$ cat src/rtl/arcade_input_ctrl.sv
// Input/pause conditioning for the arcade core: joystick mapping, coin pulse shaping, pause toggle, pixel register.
// Optional feature macro: INPUT_PAUSE_DIM_EN builds the long-pause dim counter and pixel dimming.
module arcade_input_ctrl #(
    parameter int COIN_PULSE  = 400000,
    parameter int COIN_GAP    = 240000,
    parameter int DIM_TIMEOUT = 240000000
) (
    input  logic        clk_sys,
    input  logic        reset_n,
    input  logic [15:0] joystick_0,
    input  logic [15:0] joystick_1,
    input  logic        osd_status,
    input  logic        osd_pause_dis,
    input  logic        hs_access,
    input  logic [7:0]  rgb_in,
    output logic        m_up,
    output logic        m_down,
    output logic        m_left,
    output logic        m_right,
    output logic        m_fire,
    output logic        m_start1,
    output logic        m_start2,
    output logic        m_coin1,
    output logic        m_coin2,
    output logic        pause,
    output logic        dim_video,
    output logic [7:0]  rgb_out
);

    localparam int COIN_MAX = (COIN_PULSE > COIN_GAP) ? COIN_PULSE : COIN_GAP;
    localparam int COIN_W   = (COIN_MAX > 1) ? $clog2(COIN_MAX) : 1;
    localparam logic [COIN_W-1:0] PULSE_LOAD = COIN_W'(COIN_PULSE - 1);
    localparam logic [COIN_W-1:0] GAP_LOAD   = COIN_W'((COIN_GAP > 0) ? COIN_GAP - 1 : 0);

    typedef enum logic [1:0] {
        S_IDLE  = 2'd0,
        S_PULSE = 2'd1,
        S_GAP   = 2'd2
    } coin_state_t;

    logic [15:0] w_joy;
    logic [1:0]  w_coin_raw;
    logic [1:0]  w_coin;
    logic [6:0]  r_ctrl;
    logic        r_joy8_prev;
    logic        r_toggle;
    logic        w_toggle_next;
    logic        r_pause;
    logic        w_unused;

    assign w_joy      = joystick_0 | joystick_1;
    assign w_coin_raw = {joystick_1[7], joystick_0[7]};
    assign w_unused   = ^{w_joy[15:9], w_joy[7]};

    genvar gi;
    generate
        for (gi = 0; gi < 2; gi++) begin : g_coin
            coin_state_t       r_state, w_state_next;
            logic [COIN_W-1:0] r_cnt, w_cnt_next;
            logic              r_prev, r_armed, r_coin, w_coin_next, w_edge;

            // r_armed blocks a button held through reset from firing until it has been seen released
            assign w_edge    = w_coin_raw[gi] & ~r_prev & r_armed;
            assign w_coin[gi] = r_coin;

            always_ff @(posedge clk_sys or negedge reset_n) begin
                if (!reset_n) begin
                    r_state <= S_IDLE;
                    r_cnt   <= '0;
                    r_prev  <= 1'b0;
                    r_armed <= 1'b0;
                    r_coin  <= 1'b0;
                end else begin
                    r_state <= w_state_next;
                    r_cnt   <= w_cnt_next;
                    r_prev  <= w_coin_raw[gi];
                    r_armed <= r_armed | ~w_coin_raw[gi];
                    r_coin  <= w_coin_next;
                end
            end

            always_comb begin
                w_state_next = r_state;
                w_cnt_next   = r_cnt;
                w_coin_next  = r_coin;
                case (r_state)
                    S_IDLE: begin
                        if (w_edge) begin
                            w_state_next = S_PULSE;
                            w_cnt_next   = PULSE_LOAD;
                            w_coin_next  = 1'b1;
                        end
                    end
                    S_PULSE: begin
                        if (r_cnt == '0) begin
                            w_coin_next = 1'b0;
                            if (COIN_GAP == 0) begin
                                w_state_next = S_IDLE;
                            end else begin
                                w_state_next = S_GAP;
                                w_cnt_next   = GAP_LOAD;
                            end
                        end else begin
                            w_cnt_next = r_cnt - COIN_W'(1);
                        end
                    end
                    S_GAP: begin
                        if (r_cnt == '0) begin
                            w_state_next = S_IDLE;
                        end else begin
                            w_cnt_next = r_cnt - COIN_W'(1);
                        end
                    end
                    default: begin
                        w_state_next = S_IDLE;
                        w_coin_next  = 1'b0;
                    end
                endcase
            end
        end
    endgenerate

    assign w_toggle_next = r_toggle ^ (w_joy[8] & ~r_joy8_prev);

    always_ff @(posedge clk_sys or negedge reset_n) begin
        if (!reset_n) begin
            r_ctrl      <= '0;
            r_joy8_prev <= 1'b0;
            r_toggle    <= 1'b0;
            r_pause     <= 1'b0;
        end else begin
            r_ctrl      <= w_joy[6:0];
            r_joy8_prev <= w_joy[8];
            r_toggle    <= w_toggle_next;
            r_pause     <= hs_access | w_toggle_next | (osd_status & ~osd_pause_dis);
        end
    end

`ifdef INPUT_PAUSE_DIM_EN
    localparam int DIM_W = $clog2(DIM_TIMEOUT + 1);
    localparam logic [DIM_W-1:0] DIM_MAX = DIM_W'(DIM_TIMEOUT);

    logic [DIM_W-1:0] r_dim_cnt, w_dim_cnt_next;
    logic             r_dim;
    logic [7:0]       r_rgb;

    // only the user toggle counts; OSD and hiscore pauses never dim the picture
    always_comb begin
        w_dim_cnt_next = r_dim_cnt;
        if (!r_toggle) begin
            w_dim_cnt_next = '0;
        end else if (r_dim_cnt != DIM_MAX) begin
            w_dim_cnt_next = r_dim_cnt + DIM_W'(1);
        end
    end

    always_ff @(posedge clk_sys or negedge reset_n) begin
        if (!reset_n) begin
            r_dim_cnt <= '0;
            r_dim     <= 1'b0;
            r_rgb     <= '0;
        end else begin
            r_dim_cnt <= w_dim_cnt_next;
            r_dim     <= (w_dim_cnt_next == DIM_MAX);
            r_rgb     <= r_dim ? {1'b0, rgb_in[7:6], 1'b0, rgb_in[4:3], 1'b0, rgb_in[1]} : rgb_in;
        end
    end

    assign dim_video = r_dim;
    assign rgb_out   = r_rgb;
`else
    localparam int UNUSED_DIM_TIMEOUT = DIM_TIMEOUT;

    logic [7:0] r_rgb;

    always_ff @(posedge clk_sys or negedge reset_n) begin
        if (!reset_n) begin
            r_rgb <= '0;
        end else begin
            r_rgb <= rgb_in;
        end
    end

    assign dim_video = 1'b0;
    assign rgb_out   = r_rgb;
`endif

    assign m_right  = r_ctrl[0];
    assign m_left   = r_ctrl[1];
    assign m_down   = r_ctrl[2];
    assign m_up     = r_ctrl[3];
    assign m_fire   = r_ctrl[4];
    assign m_start1 = r_ctrl[5];
    assign m_start2 = r_ctrl[6];
    assign m_coin1  = w_coin[0];
    assign m_coin2  = w_coin[1];
    assign pause    = r_pause;

endmodule

$ cat config.mk
export PLATFORM = sky130hd
export DESIGN_NAME = arcade_input_ctrl
export DESIGN_NICKNAME = d
export VERILOG_FILES = /design/src/rtl/arcade_input_ctrl.sv
export SDC_FILE = /design/constraint.sdc
export NUM_CORES = 1
export LEC_CHECK = 0
export ABC_CLOCK_PERIOD_IN_PS = 2800
export BUFFER_PORTS_ARGS = -buffer_cell sky130_fd_sc_hd__buf_2
export CAP_MARGIN = 25
export CORE_ASPECT_RATIO = 0.75
export CORE_UTILIZATION = 56
export CTS_CLUSTER_DIAMETER = 100
export DETAILED_ROUTE_END_ITERATION = 8
export GPL_TIMING_DRIVEN = 0
export PLACE_DENSITY = 0.87
export SLEW_MARGIN = 10
export SYNTH_ARGS = -nofsm -noshare
export SYNTH_HDL_FRONTEND = slang
export SYNTH_SLANG_ARGS = --single-unit
$ cat constraint.sdc
create_clock -name clk_sys -period 2.8 [get_ports clk_sys]
set_clock_uncertainty 0.05 [all_clocks]
set_input_delay 0.42 -clock clk_sys [delete_from_list [all_inputs] [get_ports clk_sys]]
set_output_delay 0.42 -clock clk_sys [all_outputs]
set_load 0.01 [all_outputs]
Word-level counts from Yosys, hierarchy flattened
Cells that the tools add are included.
- add/sub/neg operators: 2
- equal/unequal tests: 12
- muxes and demuxes: 22
- bitwise gates (word level): 20
- reductions and logical operators: 12
- operators with widths (kind ; number):
    $mux 19 ; 6
    $pmux 19 s3 ; 2
    $logic_not 19->1 ; 2
    $sub 19x1->19 const B ; 2
    $reduce_and 3->1 ; 6
    $ne 2x2->1 const B ; 8
    $mux 2 ; 6
    $pmux 2 s3 ; 2
    $or 9x9->9 ; 1
    $not 1->1 ; 8
    $and 1x1->1 ; 6
    $pmux 1 s3 ; 2
    $reduce_bool 3->1 ; 2
    $eq 2x1->1 const B ; 2
    $eq 2x2->1 const B ; 2
    $logic_not 2->1 ; 2
    $mux 1 ; 4
    $or 1x1->1 ; 4
    $xor 1x1->1 ; 1
- bits in registers: 66
- input bits: 45

Longest topological paths before layout
- word-level depth: 5
- depth in mapped cells: 10

Worst setup path after synthesis
No wires, ideal clock.
- path kind: register -> register
- from: register g_coin[0].r_cnt[0]
- to: register g_coin[0].r_state[1]
- data arrival time: 2.046 ns
- setup slack: 0.576 ns
- cell stages (with the launch flop): 9
- period minus slack after synthesis: 2.224 ns
- cell sequence: dfrtp_1 -> inv_1 -> ha_1 -> or4b_1 -> and4b_1 -> buf_4 -> nand2_1 -> a22oi_1 -> mux2_1
- longest elaborated chain between the ends: 3
- elaborated cells between the ends (all ways): 4
- classes of those cells: eq/ne: 2; reduce/logical: 2
- ends and longest elaborated chain (element ; RTL line ; RTL):
    from (decl) ; 59 ; logic [COIN_W-1:0] r_cnt, w_cnt_next;
    from (signal assigned) ; 75 ; r_cnt <= w_cnt_next;
    $logic_not 19->1 * ; 95, 108 ;
    $ne 2x2->1 (no line) ; - ;
    $reduce_and 3->1 (no line) * ; - ;
    to (signal assigned) ; 74 ; r_state <= w_state_next;
    to (decl) ; 58 ; coin_state_t r_state, w_state_next;
Every way passes the cells marked *; elsewhere a longest branch is shown, timed or not.
A chain may end at the register's enable or synchronous reset.

Worst setup path in the final report
- from: register g_coin[0].r_cnt[0]
- to: register g_coin[0].r_cnt[4]
- longest elaborated chain between the ends: 3
- elaborated cells between the ends (all ways): 7
- classes of those cells: add/sub: 1; eq/ne: 1; mux: 3; reduce/logical: 2
- ends and longest elaborated chain (element ; RTL line ; RTL):
    $sub 19x1->19 / $logic_not 19->1 (equally long branches) ; - ;
    $mux 19, or another cell as far along ; 108 ; if (r_cnt == '0) begin
    $pmux 19 s3 / $reduce_and 3->1 (equally long branches) ; - ;
Parallel ways exist; a longest one is shown, timed or not. The select of a mux whose other input is x is not followed.

==> impl_metrics.py <==
metrics = {
    "cts": {
        "clock_path_buffers": 2,
        "ctsHoldBuffers": 0,
        "cts_sinks": 66,
        "root_buffer": "clkbuf_8",
        "clkTransAtPathRegs_ns": 0.07,
        "cts_tree": "built",
        "clk-insertion-delay-late_ns": 0.33,
        "htreeDepth": 3,
        "cts_setup_buffers": 0,
        "numCtsBuffers": 9,
    },
    "timing": {
        "drv_slew": 0,
        "finalSetupTns_ns": 0,
        "hold_viol_final": 0,
        "fmax_mhz": 392,
        "min_period_ns": 2.55,
        "slew-limit-headroom_pct": 41.7,
        "finalSetupViolations": 0,
        "finalCritPeriodShare_pct": 91.0,
        "worst_pin_slew_ns": 0.866,
        "rsz0062_at_grt": "false",
    },
    "floorplan": {
        "floorplan.initialDensity_pct": 59.5,
        "dieArea_mm2": 0.00664,
        "fp-row-count": 24,
        "ios": 64,
        "die_y_um": 70.8,
        "core_mm2": 0.00595,
        "die_x_um": 93.8,
    },
    "global_route": {
        "grtUsageTotal_pct": 26.0,
        "antenna_found_initial": 0,
        "grt_pass1_vias": 2815,
        "overflow": 0,
        "grt_max_degree": 67,
        "grt_first_pass_wirelength_mm": 13.4,
    },
    "drt": {
        "wirelength_mm": 8.03,
        "drt_iter0_drc": 426,
        "num_vias": 3131,
        "first_pass_iters": 6,
        "via_per_inst": 6.25,
        "route.detailed.drc": 0,
        "wl_per_cell_um": 16.0,
        "ant_nets": 0,
    },
    "placed_design": {
        "dp.cells": 486,
        "hpwl_mm": 5.60,
        "io_buffers": 48,
        "placed_cell_area_mm2": 0.00388,
        "gp_congestion": 0.914,
    },
    "worst_setup_path": {
        "r2r_end": "g_coin[0].r_cnt[4]$_DFFE_PN0P_",
        "critical-path-max-stage-delay_ns": 0.64,
        "critPathBufInv": 2,
        "crit_family": "compound AO/OA/AOI/OAI gates",
        "worstSetupStartpointType": "flip-flop",
        "required_ns": 2.96,
        "cp_slowest_cell": "a31oi_1",
        "crit_type": "reg2reg",
        "worst-r2r-setup-slack_ns": 0.25,
        "r2r_cells": 8,
        "cp_max_fo": 9,
        "end_kind": "flip-flop",
        "crit_chain": "inv_1 -> ha_1 -> or4b_1 -> and4b_1 -> buf_4 -> a31oi_1 -> o21ai_0 -> a22o_1",
        "r2r_start": "g_coin[0].r_cnt[0]$_DFFE_PN0P_",
        "critical_path_arrival_ns": 2.71,
    },
    "layout": {
        "num_antenna_cells": 0,
        "layout_common_cells": "dfrtp_1 (66), buf_2 (50), a21oi_1 (39), o21ai_0 (24), nor2_1 (20)",
        "syn2layout_area_growth_pct": 14.0,
        "nets": 475,
        "fin_area_mm2": 0.00403,
        "drive_gt1_share_pct": 21.7,
        "final_cells": 501,
        "utilization_pct": 67.8,
        "layout_commonest_cell": "dfrtp_1",
    },
    "synth": {
        "ys.flop_type": "dfrtp_1",
        "synthesis.area_mm2": 0.00354,
        "synth_fp_nets": 416,
        "seq_area_frac_synth_pct": 46.7,
        "synth_cell_types": 58,
        "synthCells": 360,
        "async_flop_share_pct": 100,
        "avgSynthCellArea_um2": 9.83,
        "yosysWarnings": 0,
        "ys_seq_elements": 66,
        "synth-edff-count": 0,
    },
    "power_and_ir_drop": {
        "irDropWorstVdd_mv": 0.424,
        "powerDensity_mw_per_mm2": 725,
        "p_leak_nw": 1.77,
        "p_total_w": 0.00293,
    },
    "flow_run": {
        "drv_cap": 0,
    },
    "run_status": {
        "status": "completed",
    },
    "hold_path": {
        "hold_class": "in2async",
    },
}
## worst max path at each step
| stage | endpoint | cells past startpoint | start | slack, ns |
|---|---|---|---|---|
| 2_1_floorplan | g_coin[0].r_state[1]$_DFFE_PN0P_ | 8 | g_coin[0].r_cnt[0]$_DFFE_PN0P_ | 0.58 |
| 3_3_place_gp | g_coin[1].r_cnt[18]$_DFFE_PN0P_ | 7 | g_coin[1].r_cnt[0]$_DFFE_PN0P_ | 0.31 |
| 3_5_place_dp | g_coin[1].r_cnt[18]$_DFFE_PN0P_ | 7 | g_coin[1].r_cnt[0]$_DFFE_PN0P_ | 0.21 |
| 4_1_cts | g_coin[1].r_cnt[18]$_DFFE_PN0P_ | 7 | g_coin[1].r_cnt[0]$_DFFE_PN0P_ | 0.20 |
| 5_1_grt | g_coin[0].r_cnt[4]$_DFFE_PN0P_ | 7 | g_coin[0].r_state[1]$_DFFE_PN0P_ | 0.07 |
| 6_report | g_coin[0].r_cnt[4]$_DFFE_PN0P_ | 8 | g_coin[0].r_cnt[0]$_DFFE_PN0P_ | 0.25 |
## what timing repair did
| action | 4_1_cts | 5_1_grt |
|---|---|---|
| gates resized for setup | 0 | 1 |
| hold endpoints to repair | 0 | 0 |
| setup endpoints to repair | 0 | 1 |
## metrics by stage
stage	hold WS (ns)	setup slack, ns
4_1_cts	0.130	0.196
5_1_grt	0.117	0.0749
2_1_floorplan	0.0744	0.576
6_report	0.112	0.251
3_5_place_dp	0.407	0.211
3_3_place_gp	0.399	0.310
## kinds of logic (layout without fill, tap and decap cells)
kind of cell	after synthesis	after routing	share of synthesized area, %
other cells	1	1	0.106
mux	2	2	0.637
flops	66	66	46.7
compound gates	139	139	26.4
buf+inv	31	94	4.03
simple gates	109	109	18.0
fa+ha+maj	11	11	3.89
xor+xnor	1	1	0.248
## power by group
group | internal, W | switching [W] | total [W] | leakage (nW)
clock network | 0.000311 | 0.000344 | 0.000654 | 0.0827
logic | 0.000410 | 0.000654 | 0.00106 | 0.926
registers | 0.00109 | 0.000120 | 0.00121 | 0.763
## layer usage
layer	wire length (um)	global-route usage, %	vias up
met4	75	8.03	0
met2	3440	37.1	165
li1	-	-	1478
met1	3740	38.1	1476
met5	0	0	-
met3	772	7.74	12
## cell usage after synthesis (9+ instances only)
library cell	n	area share (%)
dfrtp_1	66	47
a21oi_1	39	5.5
o21ai_0	24	3.4
nor2_1	20	2.1
nand2_1	16	1.7
inv_1	15	1.6
o22a_1	14	3.5
or2_2	13	2.3
a21o_1	12	2.5
ha_1	11	3.9
nor3_1	10	1.4
clkbuf_1	9	0.96
nand3_1	9	1.3
## registers in the layout, summed over array words and instances (netlist names)
register	count
g_coin.r_cnt	38
rgb_out	8
r_ctrl	7
g_coin.r_state	4
g_coin.r_armed	2
g_coin.r_prev	2
m_coin1	1
m_coin2	1
pause	1
r_joy8_prev	1
r_toggle	1
## worst reg2reg max path: cells and delay by family (launching register included)
family          cells  cell delay, ns
compound gates      3            1.13
flops               1            0.40
simple gates        2            0.39
buf+inv             2            0.26
fa+ha+maj           1            0.21
## cell type report
class                      count  area [um^2]
inverter                      15         56.3
timing repair buffer          48          243
multi-input combinational    263         1750
clock inverter                 4         20.0
sequential                    66         1650
tap                           78         97.6
clock buffer                  11          131
fill                         463         1910
buffer                        16         86.3
No activity file was read; power rests on OpenSTA's default activity.
